$ cat src/rtl/cp0_timer_intc.sv
// CP0 register file with a prescaled Count/Compare timer and interrupt request.
// Define CP0_HW_INT_SYNC_EN to put a 2-flop synchroniser on hw_int_i.
module cp0_timer_intc #(
  parameter int          HW_INT_NUM = 6,
  parameter int          COUNT_DIV  = 2,
  parameter logic [31:0] EXC_VECTOR = 32'hBFC00380
) (
  input  logic                  clk,
  input  logic                  rst,
  input  logic                  we,
  input  logic [4:0]            addr,
  input  logic [31:0]           wdata,
  output logic [31:0]           rdata,
  input  logic                  exc_valid_i,
  input  logic [4:0]            exc_code_i,
  input  logic [31:0]           pc_i,
  input  logic                  in_delay_slot_i,
  input  logic [31:0]           badvaddr_i,
  input  logic                  eret_i,
  input  logic [HW_INT_NUM-1:0] hw_int_i,
  output logic                  int_req_o,
  output logic                  timer_int_o,
  output logic [31:0]           epc_o,
  output logic                  exl_o,
  output logic [31:0]           exc_vector_o
);

  localparam int DW = (COUNT_DIV > 1) ? $clog2(COUNT_DIV) : 1;
  localparam logic [DW-1:0] DIV_LAST = DW'(COUNT_DIV - 1);

  logic [31:0]           badvaddr;
  logic [31:0]           count;
  logic [31:0]           compare;
  logic [31:0]           epc;
  logic [7:0]            im;
  logic                  exl;
  logic                  ie;
  logic                  bd;
  logic                  timer_pending;
  logic [1:0]            sw_ip;
  logic [4:0]            exc_code;
  logic [DW-1:0]         div;
  logic [HW_INT_NUM-1:0] hw_s;
  logic [5:0]            hw_ext;
  logic [7:0]            ip;

  logic wr_count;
  logic wr_compare;
  logic wr_status;
  logic wr_cause;
  logic wr_epc;
  logic cnt_tick;
  logic cnt_hit;
  logic bad_addr;

  assign wr_count   = we & (addr == 5'd9);
  assign wr_compare = we & (addr == 5'd11);
  assign wr_status  = we & (addr == 5'd12);
  assign wr_cause   = we & (addr == 5'd13);
  assign wr_epc     = we & (addr == 5'd14);

`ifdef CP0_HW_INT_SYNC_EN
  logic [HW_INT_NUM-1:0] hw_meta;

  always_ff @(posedge clk or posedge rst) begin
    if (rst) begin
      hw_meta <= '0;
      hw_s    <= '0;
    end else begin
      hw_meta <= hw_int_i;
      hw_s    <= hw_meta;
    end
  end
`else
  assign hw_s = hw_int_i;
`endif

  // Line 5 shares IP7 with the timer; absent lines read as 0.
  assign hw_ext = 6'(hw_s);
  assign ip = {timer_pending | hw_ext[5], hw_ext[4:0], sw_ip};

  assign cnt_tick = (div == DIV_LAST);
  assign cnt_hit  = cnt_tick & ~wr_count &
                    ((count + 32'd1) == compare);

  always_ff @(posedge clk or posedge rst) begin
    if (rst) begin
      count <= '0;
      div   <= '0;
    end else if (wr_count) begin
      count <= wdata;
      div   <= '0;
    end else if (cnt_tick) begin
      count <= count + 32'd1;
      div   <= '0;
    end else begin
      div <= div + DW'(1);
    end
  end

  always_ff @(posedge clk or posedge rst) begin
    if (rst) begin
      compare       <= 32'hFFFFFFFF;
      timer_pending <= 1'b0;
    end else begin
      if (wr_compare) compare <= wdata;
      if (wr_compare) timer_pending <= 1'b0;
      else if (cnt_hit) timer_pending <= 1'b1;
    end
  end

  assign bad_addr = (exc_code_i == 5'h04) | (exc_code_i == 5'h05);

  // Exception entry overrides MTC0/ERET for EXL, EPC and Cause.
  always_ff @(posedge clk or posedge rst) begin
    if (rst) begin
      badvaddr <= '0;
      epc      <= '0;
      im       <= '0;
      exl      <= 1'b0;
      ie       <= 1'b0;
      bd       <= 1'b0;
      sw_ip    <= '0;
      exc_code <= '0;
    end else begin
      if (wr_status) begin
        im <= wdata[15:8];
        ie <= wdata[0];
      end
      if (exc_valid_i) begin
        exc_code <= exc_code_i;
        if (!exl) begin
          epc <= in_delay_slot_i ? pc_i - 32'd4 : pc_i;
          bd  <= in_delay_slot_i;
          exl <= 1'b1;
          if (bad_addr) badvaddr <= badvaddr_i;
        end
      end else begin
        if (eret_i) exl <= 1'b0;
        else if (wr_status) exl <= wdata[1];
        if (wr_cause) sw_ip <= wdata[9:8];
        if (wr_epc) epc <= wdata;
      end
    end
  end

  always_ff @(posedge clk or posedge rst) begin
    if (rst) int_req_o <= 1'b0;
    else int_req_o <= ie & ~exl & (|(ip & im));
  end

  always_comb begin
    rdata = '0;
    case (addr)
      5'd8:    rdata = badvaddr;
      5'd9:    rdata = count;
      5'd11:   rdata = compare;
      5'd12:   rdata = {9'b0, 1'b1, 6'b0, im, 6'b0, exl, ie};
      5'd13:   rdata = {bd, timer_pending, 14'b0, ip,
                        1'b0, exc_code, 2'b0};
      5'd14:   rdata = epc;
      default: rdata = '0;
    endcase
  end

  assign timer_int_o  = timer_pending;
  assign epc_o        = epc;
  assign exl_o        = exl;
  assign exc_vector_o = EXC_VECTOR;

endmodule
$ cat config.mk
export PLATFORM = sky130hd
export DESIGN_NAME = cp0_timer_intc
export DESIGN_NICKNAME = d
export VERILOG_FILES = /design/src/rtl/cp0_timer_intc.sv
export SDC_FILE = /design/constraint.sdc
export NUM_CORES = 1
export LEC_CHECK = 0
export BUFFER_PORTS_ARGS = -buffer_cell sky130_fd_sc_hd__buf_2
export CORE_ASPECT_RATIO = 0.5
export CORE_MARGIN = 2
export CORE_UTILIZATION = 50
export DETAILED_ROUTE_END_ITERATION = 10
export PLACE_DENSITY = 0.8
export SLEW_MARGIN = 20
export SYNTH_ARGS = -nofsm -noshare
export SYNTH_HDL_FRONTEND = slang
export SYNTH_SLANG_ARGS = --single-unit
$ cat constraint.sdc
create_clock -name clk -period 11.4 [get_ports clk]
set_input_delay 1.71 -clock clk [delete_from_list [all_inputs] [get_ports clk]]
set_output_delay 1.71 -clock clk [all_outputs]
set_load 0.005 [all_outputs]
[After elaboration in Yosys (flattened, before gate mapping)]
Cells that the tools add are included.
Storage, ports and cells
  logic and storage cells: 64
  bits in latches: 0
  output and inout bits: 99
  memory bits (writable): 0
  register bits: 149
  ROM bits: 0
  memories: 0
  bits of input ports: 118
Operators by class
  mux-type cells: 14
  equality and inequality tests: 10
  $lt $le $gt $ge: 0
  shift-type cells: 0
  reduce and logical (&&, ||, !) cells: 9
  bitwise gates (word level): 15
  $add $sub $neg: 3
  div/mod/pow operators: 0
  multipliers: 0
Operators by type and width (number)
  two-way mux 32 bit: 6
  case mux 32 bit (6 select lines): 1
  adder 32 x 1 -> 32 bit, second input constant: 1
  equality test 32 bit: 1
  subtractor 32 x 3 -> 32 bit, second input constant: 1
  equality test 5 x 4 -> 1 bit, second input constant: 6
  equality test 5 x 3 -> 1 bit, second input constant: 2
  AND 1 bit: 9
  AND 8 bit: 1
  OR reduction 8 bit: 1
  two-way mux 1 bit: 7
  AND reduction 2 bit: 3
  nonzero test 2 bit: 3
  inverter 1 bit: 3
  AND reduction 3 bit: 1
  nonzero test 3 bit: 1
  != test 2 bit, second input constant: 1
  bitwise OR 1 bit: 2
  adder 1 bit, second input constant: 1

[Longest topological paths before layout]
  depth in word-level cells: 7
  mapped depth: 9
  depth with buffers taken out: 9

[Worst setup path after synthesis]
No wires, ideal clock.
  path kind: input to output
  start: input addr[4]
  end: output rdata[15]
  stages: 7
  path buffers: 3
  path slack: 6.318 ns
  arrival: 3.372 ns
  required time: 9.690 ns
  path through: or3b_2 > clkbuf_1 > nor2_1 > clkbuf_1 > buf_1 > a22oi_1 > nand4_1
Between the ends
  cells in the longest elaborated chain, start to end: 2
  elaborated cells on any way between the ends: 7
  classes of those cells: eq/ne (6); mux (1)
Ends and longest elaborated chain
  start: declaration: RTL line 11  | input logic [4:0] addr,
  equality test 5 x 4 -> 1 bit: RTL line 154  | case (addr)
  case mux 32 bit (6 select lines) *: RTL line 154
  end: declaration: RTL line 13  | output logic [31:0] rdata,
Mark *: on every way between the ends. The rest lies on a longest branch, timed or not.

[Worst setup path in the final report]
  start: input addr[1]
  end: output rdata[0]
The elaborated chain is that of the path after synthesis.

==> results.txt <==
* Result of the run: finished clean
* Minimum clock period after layout: 5.641 ns
- Congestion Overflow GR: 0
- Worst path required time: 9.69 ns
* Critical path's slowest cell: nor3_2
* Quantity of gates resized following cts: 0
- By instance count, the cell type seen most on the critical path is buf_2.
* Via count: 8,003
* Endpoints failing setup: 0
- Measured against its own limit, the worst slew margin works out to 17.36%.
- Post-CTS timing repair inserted 0 buffers for setup.
* Post-Route WL: 27,450 um
- The clock arrives with 0.01215 ns of skew.
- Leading area contributor after synthesis: dfrtp_1
* Average routed wire per standard cell: 20.47 um
* Data arrival time of the critical path: 3.93 ns
- Hold path depth: 2
- The startpoint identified for the worst register-to-register timing path is count[1].
- Peak supply drop: 0.08798 mV
- For the pin with the worst max-slew slack, the measured transition is 1.222 ns.
- Site Rows: 34
* Destination of the worst hold path: epc_o[12]
* Critical-path cell list: buf_2 > nand2b_1 > or2_2 > nor3_2 > buf_4 > a22oi_1 > nand3_1 > buf_2
- In this run the remaining antenna-violating nets after routing total 0.
- Per report_power, the clock group accounts for 31.1% of the total.
- Final RePlAce weighted congestion: 0.9187
- The initial antenna violation count was 0.
* Worst R2R End: timer_int_o
- Startpoint of the tightest hold check path: epc_o[12]
* WHS: 0.5023 ns
- Measured in cells, the most critical reg-to-reg path has a length of 8.
- Count of maximum capacitance violations: 0
- The largest single stage delay on the critical path is 0.73 ns.
* Most used cells in the layout excluding fill and tap cells: 184 x buf_2, 117 x dfrtp_1, 90 x mux2_2
* Die Span X: 195.4 um
- The first global-routing pass estimated 43,390 um of wire.
* Hold Vio Cnt, Final: 0
* Number of global-route vias before repair: 7,864
- In the final layout, the share of cells above drive strength 1 is 33.73%.
- Mean area per synthesized cell: 9.684 sq um
- Pin count of the biggest net entering global routing: 104
* Unrepaired setup endpoints after global routing: false
- Area share of the largest cell type after synthesis: 31.96%
- Internal power comes to 1.182 mW.
* Area of the core region: 0.01765 sq mm
- Internal reg-to-reg setup slack: 7.80 ns
- The worst setup path is launched from an input port.
- Ys async rst share: 100.0%
- In this run switching power makes up 35.01% of total power.
* Part of the power in combinational logic: 24.4%
* Post-layout net count: 1,213
* Via-to-Cell Ratio: 5.968
- Ranked by total cell area, the synthesized netlist is headed by dfrtp_1 32%, mux2_2 11%, dfstp_2 9.2%.
* Switching power: 0.6371 mW
- The critical path contains buffers and inverters numbering 3 combined.
- Of the available clock period, the critical path in the final layout requires 49.48%.
- From synthesis to final layout, the design area changed by 16.78%.
- Clock Tree Root: clkbuf_16
- Clock buffer count from CTS: 17
* Port-buffer cells: 184
- Clock tree sinks: 149
* First DRT Iteration DRCs: 565
- The setup path with the least slack is of type in2out.
- Cts-stage hold buffer count: 0
- Kind of end point of the critical path: primary output
- Yosys printed 0 warnings.
- Leak pwr: 4.664 nW
- In this run the count of I/O pins placed on the die edge is 217.
* Max Transition Viols Final: 0
- Die ar.: 0.01949 sq mm
- Type of the worst min-delay path: reg2reg
- TritonCTS built the clock tree.
- H-Tree Level Count: 4
* FMAX: 0.1773 GHz
- For the worst-skew pair, the clock arrives at the later sink with an insertion delay of 0.43 ns.
- After synthesis, flip-flops and latches occupy 41.14% of the total area.
- The HPWL after detailed placement is 19,760 um.
* Total negative slack for setup checks: 0 ns
* Clock slew seen by the registers of the worst setup and hold paths: 0.07 ns
- Global routing consumed, over all layers together, 28.92% of the routing resources.
- Area of the mapped netlist: 0.009161 sq mm
* Cell variety after synth: 69
- Synthesis inferred 149 register bits.
* Commonest non-fill, non-tap cell in the layout: buf_2
* Pwr Density: 170.1 mW/mm^2
- On the critical path the largest part of the delay comes from simple AND/OR/NAND/NOR gates.
* Iteration count of the initial detailed-routing pass: 5
* Max Buffers Root-to-Sink: 2
- Effective utilization at floorplan: 51.89%
- Residual DRC count: 0
* Critical Path Fanout Max: 15
* Gate count of the mapped netlist: 946
- In the synthesized netlist the dominant register cell turns out to be dfrtp_1.
* Height of the die: 99.72 um
- Relative contribution of sequential cells to total power: 44.5%
- Post-synth EDFFs: 0
-- cells in the mapped netlist, drive strengths merged (6+ instances only) --
library cell	instances
nor3b	10
dfstp	32
mux2i	12
o21ai	60
or3	11
nand2	68
nand3	24
nor2	72
nand4	19
and4	6
xnor2	58
a21oi	46
a221o	14
dfrtp	117
nor4	13
inv	10
a22oi	40
and3	6
clkbuf	53
or4	8
nor3	14
nand2b	7
xor2	41
mux2	90
a22o	15
buf	43
-- through the flow --
stage	cells	utilization [%]	power [mW]	area, sq um	setup slack [ns]
finish	1341	60.60	1.820	10700	5.759
global route	1340	60.59	1.916	10700	5.706
CTS	1340	60.56	1.817	10690	5.811
detailed placement	1308	57.24	1.251	10110	5.816
global placement	1308	57.24	1.237	10110	5.838
floorplan	976	-	1.091	9274	5.735
-- kinds of logic after synthesis --
family,synth area share (%)
AND/OR/NAND/NOR,15.90
XOR/XNOR,9.465
other,0.08198
buffers and inverters,5.804
flip-flops,41.14
multiplexers,12.37
AO/OA/AOI/OAI,14.97
adder cells (fa/ha/maj),0.2731
-- worst min-delay path, stage by stage, from the launching register on --
cell	delay [ns]
dfrtp_1	0.36
nand2_1	0.05
o21ai_0	0.06
-- sequential cells by signal, indices dropped and copies added (netlist names), 2 cells and up --
name / cells
badvaddr: 32
compare: 32
count: 32
epc_o: 32
im: 8
exc_code: 5
sw_ip: 2
-- power groups by stage --
stage	Clock (mW)	Sequential (mW)	Combinational (mW)
after floorplan	0	0.738	0.353
after global placement	0	0.809	0.428
after detailed placement	0	0.813	0.437
after CTS	0.570	0.805	0.442
after global routing	0.596	0.829	0.491
final	0.565	0.810	0.445
-- worst max path at each step --
stage	from	endpoint	cells after the start
floorplan	rst	badvaddr[0]	1
global placement	addr[1]	rdata[8]	8
detailed placement	addr[1]	rdata[0]	8
CTS	addr[1]	rdata[0]	8
global route	addr[1]	rdata[8]	8
finish	addr[1]	rdata[0]	8
-- metal layers --
metal	part of all wire (%)	vias up	global-route usage (%)	routed length, um
li1	-	3666	-	-
met1	44	3934	39.87	12210
met2	45	358	45.03	12450
met3	8.3	45	7.664	2291
met4	1.8	0	8.514	500
met5	0	-	0	0
-- final cells by class --
class | count | area [sq um]
Antenna cell | 1 | 2.502
Clock buffer | 18 | 429.2
Clock inverter | 14 | 156.4
Fill cell | 1507 | 6955
Inverter | 10 | 42.54
Multi-Input combinational cell | 721 | 5011
Sequential cell | 149 | 3769
Tap cell | 234 | 292.8
Timing Repair Buffer | 194 | 996.0
Note: power is estimated with default switching activity, not from simulation.
